==> src/rtl/fas_pkg.sv <==
// Shared types and helpers for the bit-serial adder/subtractor.
//   state_t   : sequencer states (IDLE, RUN, DONE)
//   MODE_*    : encoding of the a_ns mode bit
//   ovf_bit() : two's-complement overflow from operand/result sign bits
package fas_pkg;

   typedef enum logic [1:0] {
      IDLE = 2'd0,
      RUN  = 2'd1,
      DONE = 2'd2
   } state_t;

   localparam logic MODE_ADD = 1'b1;
   localparam logic MODE_SUB = 1'b0;

   // Add overflows when like-signed operands give a differently signed result;
   // subtract overflows when unlike-signed operands give a result whose sign differs from A.
   function automatic logic ovf_bit(input logic sa, input logic sb,
                                    input logic sr, input logic mode);
      logic same_sign;
      same_sign = (sa == sb);
      if (mode == MODE_ADD) begin
         ovf_bit = same_sign && (sr != sa);
      end else begin
         ovf_bit = !same_sign && (sr != sa);
      end
   endfunction

endpackage

==> src/rtl/fas.sv <==
// Single-bit full adder/subtractor cell.
//   a, b, cin : operand bits and incoming carry/borrow
//   a_ns      : 1 = add, 0 = subtract (a - b)
//   s         : sum/difference bit
//   cout      : outgoing carry (add) or borrow (subtract)
module fas (
   input  logic a,
   input  logic b,
   input  logic cin,
   input  logic a_ns,
   output logic s,
   output logic cout
);

   assign s = a ^ b ^ cin;

   // Borrow is the carry equation with a inverted.
   assign cout = a_ns ? ((a & b) | (a & cin) | (b & cin))
                      : ((~a & b) | (~a & cin) | (b & cin));

endmodule

==> src/rtl/serial_addsub.sv <==
// Bit-serial WIDTH-bit adder/subtractor around one fas cell, LSB first.
//   clk, rst         : clock (rising edge), async active-high reset
//   start, a_ns      : operation request and mode (1 = add, 0 = subtract)
//   a_in, b_in       : operands, sampled with an accepted start
//   busy             : high while bits are processed
//   done             : one-cycle pulse, result/cout/ovf valid
//   result, cout, ovf: sum/difference, final carry/borrow, signed overflow
module serial_addsub
   import fas_pkg::*;
#(
   parameter int unsigned WIDTH = 8
) (
   input  logic             clk,
   input  logic             rst,
   input  logic             start,
   input  logic             a_ns,
   input  logic [WIDTH-1:0] a_in,
   input  logic [WIDTH-1:0] b_in,
   output logic             busy,
   output logic             done,
   output logic [WIDTH-1:0] result,
   output logic             cout,
   output logic             ovf
);

   localparam int unsigned CNT_W = $clog2(WIDTH);

   state_t             r_state;
   state_t             w_state_next;
   logic [CNT_W-1:0]   r_cnt;
   logic [WIDTH-1:0]   r_a;
   logic [WIDTH-1:0]   r_b;
   logic               r_mode;
   logic               r_carry;
   logic               r_sa;
   logic               r_sb;
   logic [WIDTH-1:0]   r_result;
   logic               r_cout;
   logic               r_ovf;
   logic               r_busy;
   logic               r_done;

   logic               w_s;
   logic               w_cout;
   logic               w_load;
   logic               w_last;

   // Start is only honoured when no operation is in flight.
   assign w_load = start && ((r_state == IDLE) || (r_state == DONE));
   assign w_last = (r_state == RUN) && (r_cnt == CNT_W'(WIDTH - 1));

   fas u_fas (
      .a    (r_a[0]),
      .b    (r_b[0]),
      .cin  (r_carry),
      .a_ns (r_mode),
      .s    (w_s),
      .cout (w_cout)
   );

   // State register.
   always_ff @(posedge clk or posedge rst) begin
      if (rst) begin
         r_state <= IDLE;
      end else begin
         r_state <= w_state_next;
      end
   end

   // Next-state logic.
   always_comb begin
      w_state_next = r_state;
      case (r_state)
         IDLE:    if (start) w_state_next = RUN;
         RUN:     if (w_last) w_state_next = DONE;
         DONE:    w_state_next = start ? RUN : IDLE;
         default: w_state_next = IDLE;
      endcase
   end

   // Status flags registered from the next state so they align with it.
   always_ff @(posedge clk or posedge rst) begin
      if (rst) begin
         r_busy <= 1'b0;
         r_done <= 1'b0;
      end else begin
         r_busy <= (w_state_next == RUN);
         r_done <= (w_state_next == DONE);
      end
   end

   // Operand load, serial datapath and final flags.
   always_ff @(posedge clk or posedge rst) begin
      if (rst) begin
         r_cnt    <= '0;
         r_a      <= '0;
         r_b      <= '0;
         r_mode   <= MODE_ADD;
         r_carry  <= 1'b0;
         r_sa     <= 1'b0;
         r_sb     <= 1'b0;
         r_result <= '0;
         r_cout   <= 1'b0;
         r_ovf    <= 1'b0;
      end else if (w_load) begin
         r_cnt   <= '0;
         r_a     <= a_in;
         r_b     <= b_in;
         r_mode  <= a_ns;
         r_carry <= 1'b0;
         r_sa    <= a_in[WIDTH-1];
         r_sb    <= b_in[WIDTH-1];
         r_cout  <= 1'b0;
         r_ovf   <= 1'b0;
      end else if (r_state == RUN) begin
         r_cnt    <= r_cnt + CNT_W'(1);
         r_a      <= {1'b0, r_a[WIDTH-1:1]};
         r_b      <= {1'b0, r_b[WIDTH-1:1]};
         r_carry  <= w_cout;
         r_result <= {w_s, r_result[WIDTH-1:1]};
         // On the last bit w_s is the result sign bit.
         if (w_last) begin
            r_cout <= w_cout;
            r_ovf  <= ovf_bit(r_sa, r_sb, w_s, r_mode);
         end
      end
   end

   assign busy   = r_busy;
   assign done   = r_done;
   assign result = r_result;
   assign cout   = r_cout;
   assign ovf    = r_ovf;

endmodule

==> config.mk <==
export PLATFORM = sky130hd
export DESIGN_NAME = serial_addsub
export DESIGN_NICKNAME = d
export VERILOG_FILES = /design/src/rtl/fas_pkg.sv /design/src/rtl/fas.sv /design/src/rtl/serial_addsub.sv
export SDC_FILE = /design/constraint.sdc
export NUM_CORES = 1
export LEC_CHECK = 0
export ABC_AREA = 1
export BUFFER_PORTS_ARGS = -buffer_cell sky130_fd_sc_hd__clkbuf_2
export CORE_MARGIN = 2
export CORE_UTILIZATION = 28
export CTS_CLUSTER_DIAMETER = 60
export DETAILED_ROUTE_END_ITERATION = 10
export GPL_ROUTABILITY_DRIVEN = 0
export PLACE_DENSITY = 0.48
export SYNTH_ARGS = -nofsm -noshare
export SYNTH_HDL_FRONTEND = slang
export SYNTH_SLANG_ARGS = --single-unit
export TNS_END_PERCENT = 100
==> constraint.sdc <==
create_clock -name clk -period 1.9 [get_ports clk]
set_clock_uncertainty 0.2 [all_clocks]
set_input_delay 0.19 -clock clk [delete_from_list [all_inputs] [get_ports clk]]
set_output_delay 0.19 -clock clk [all_outputs]
set_load 0.005 [all_outputs]
==> results.md <==
- Die width: 81.6 um
- Maximum buffer depth of the clock tree: 2
- Design area: 2130 um2
- Top area cells in the synthesized netlist: dfrtp_1 (53%), nand2_1 (16%), nor2_1 (3.6%)
- Sequential area share after synthesis: 0.551
- Routed WL per cell: 11.5 um
- Aggregate negative setup slack: 0 ns
- Register area: 927 um2
- Vias in the first global route: 1306
- Mux contribution to synthesized area: 0
- Post-route ant nets: 0
- Synth Register Bits: 37
- Slowest CP cell: dfrtp_1
- Max-cap violations: 0
- Largest family of logic cells by synthesized area: simple AND/OR/NAND/NOR gates
- Die ar.: 6650 um2
- Yosys warning total: 0
- Synth Area in Compound Gates: 0.0691
- Status: complete, no violations
- CTS buffer count: 5
- Data required time of the worst path: 1.87 ns
- Detailed Place HPWL: 2400 um
- Io pins: 32
- Worst Reg-to-Reg Cells: 4
- Most frequent cells in the layout: nand2_1 (73), dfrtp_1 (36), clkbuf_2 (31), dlygate4sd3_1 (18), nor2_1 (16)
- CP top delay family: simple AND/OR/NAND/NOR gates
- Multi-input logic area: 622 um2
- XOR/XNOR Fraction of Synth Area: 0
- Clock sinks: 37
- Crit-path max FO: 22
- Global routing usage on met1: 0.164
- Critical-path cell list: nand2_4 > inv_2 > nor3_1 > nor2_1
- Most common cell after layout, fill and taps aside: nand2_1
- Synthesized area per cell: 9.01 um2
- # nets final: 262
- Synthesized net count: 211
- Area post-placement: 1870 um2
- Power Dens Cells: 1540 nW/um2
- Global-route total usage across every layer: 0.126
- Max transition margin: 0.685
- R2r setup slk: 0.43 ns
- First-pass GRT wire length: 6240 um
- Die height: 81.6 um
- Synth Area in Adders: 0.0297
- Cell count of the worst hold path: 3
- Row count: 28
- DRT Wirelength: 3590 um
- Vias: 1328
- Fin crit share: 0.772
- Total grt overflow: 0
- Slew @ Worst Pin: 0.473 ns
- Crit-path max cell delay: 0.41 ns
- Critical register-to-register path endpoint: r_a[6]
- Final Non-Filler Cells: 313
- Share of cells above drive strength 1: 0.210
- Final Max Tran Viols: 0
- Hold worst-path end: r_a[7]
- Overall power: 3290 uW
- Initial Utilization: 0.288
- Yosys top cell area share: 0.535
- Worst-skew pair later-pin latency: 0.28 ns
- Syn Inst Count: 187
- DRC: 0
- Worst setup EP type: register
- Final setup viols: 0
- Met2 Usage GRT: 0.198
- Resized Gates After CTS: 0
- Initial antenna violation count: 0
- Startpoint types: register
- Simple-Gate Fraction of Synth Area: 0.270
- Ant diodes: 0
- WS Path Type: reg2reg
- Synth unique cells: 24
- Fillcell total: 608
- I/O Buffers: 31
- Final Hold Viols: 0
- Critical Path AT: 1.44 ns
- VDD IR-drop max: 0.586 mV
- CTS tree: yes
- Layout Area Growth over Synthesis: 26.7%
- Iter 0 DRT Violations: 77
- Placeable Area: 5850 um2
- Largest net degree at the start of global routing: 38
- Drt first pass iters: 4
- P_leak: 0.00109 uW
- Cell accounting for the most synthesized area: dfrtp_1
- Achievable frequency: 681 MHz
- Worst min-delay path startpoint: start
- H-tree depth: 2
- DR vias/cell: 4.24
- Met3 Use GR: 0.0341
- Final Util: 0.365
- WP buf/inv: 1
- Dpl cells: 288
- Register clock-pin slew on the reported worst setup and hold paths: 0.07 ns
- Origin of the critical flop-to-flop path: r_state[0]
- RSZ-0062 raised after global routing: false
- Worst Hold Class: in2reg
- Busiest grt layer: met2
- Post-route minimum period: 1.47 ns
- Synth Cell Area: 1680 um2
- Clk root buf: clkbuf_8
[cell type report]
class                      count  share of cell area
multi-input combinational    128               0.291
timing repair buffer          50               0.161
tap                           75              0.0440
sequential                    37               0.434
inverter                      16              0.0293
clock buffer                   7              0.0404
[synthesized netlist by cell type (all sizes together)]
cell    count
o211ai      2
nand3b      1
dfstp       1
nor3        3
nand2      78
nand3       7
a21oi       1
o21ai      10
o22ai       6
inv        16
buf         6
nor2       16
dfrtp      36
ha          4
[stage by stage]
stage                     hold slack (ns)  setup WS, ns
after global placement              0.113         0.448
after CTS                          0.0798         0.414
after floorplan                    0.0880         0.573
final                              0.0858         0.432
after global routing               0.0879         0.271
after detailed placement            0.114         0.430
[kinds of logic (layout without fill, tap and decap cells)]
kind of cell	count (synthesis)	count (layout)
AO/OA/AOI/OAI	19	19
adder cells (fa/ha/maj)	4	4
buffers and inverters	22	73
flip-flops	37	37
AND/OR/NAND/NOR	105	105
[state kept, by name (all words and copies together), names as in the netlist]
name     count
busy         1
cout         1
done         1
ovf          1
r_a          8
r_b          8
r_carry      1
r_cnt        3
r_mode       1
r_sa         1
r_sb         1
r_state      2
result       8
[tightest hold or removal path, cell delays in order]
cell,delay [ns]
clkbuf_2,0.12
nand2_8,0.16
o21ai_2,0.06
[metal layers]
layer  share of wire  routed length [um]
met1            0.48                1720
met2            0.46                1660
met3           0.037                 131
met4           0.020                  71
met5               0                   0
[repair_timing]
item	in CTS	in global routing
hold buffers	18	0
buffers inserted	0	0
endpoints found under the hold margin	54	0
[power breakdown]
group          internal (uW)  total, uW  switching, uW  leakage (uW)
Clock                    288        547            259     0.0000443
Sequential              1160       1410            240      0.000457
Combinational            521       1340            821      0.000594
Total                   1970       3290           1320       0.00109
[worst max path at each step]
stage / from / endpoint / slack [ns] / depth (start not counted)
floorplan: r_cnt[0] / ovf / 0.57 / 6
global placement: r_state[0] / r_a[6] / 0.45 / 4
detailed placement: r_state[0] / r_a[6] / 0.43 / 4
CTS: r_state[0] / r_a[6] / 0.41 / 4
global route: r_state[0] / r_a[6] / 0.27 / 4
finish: r_state[0] / r_a[6] / 0.43 / 4
Power figures use the tool's default switching activity.
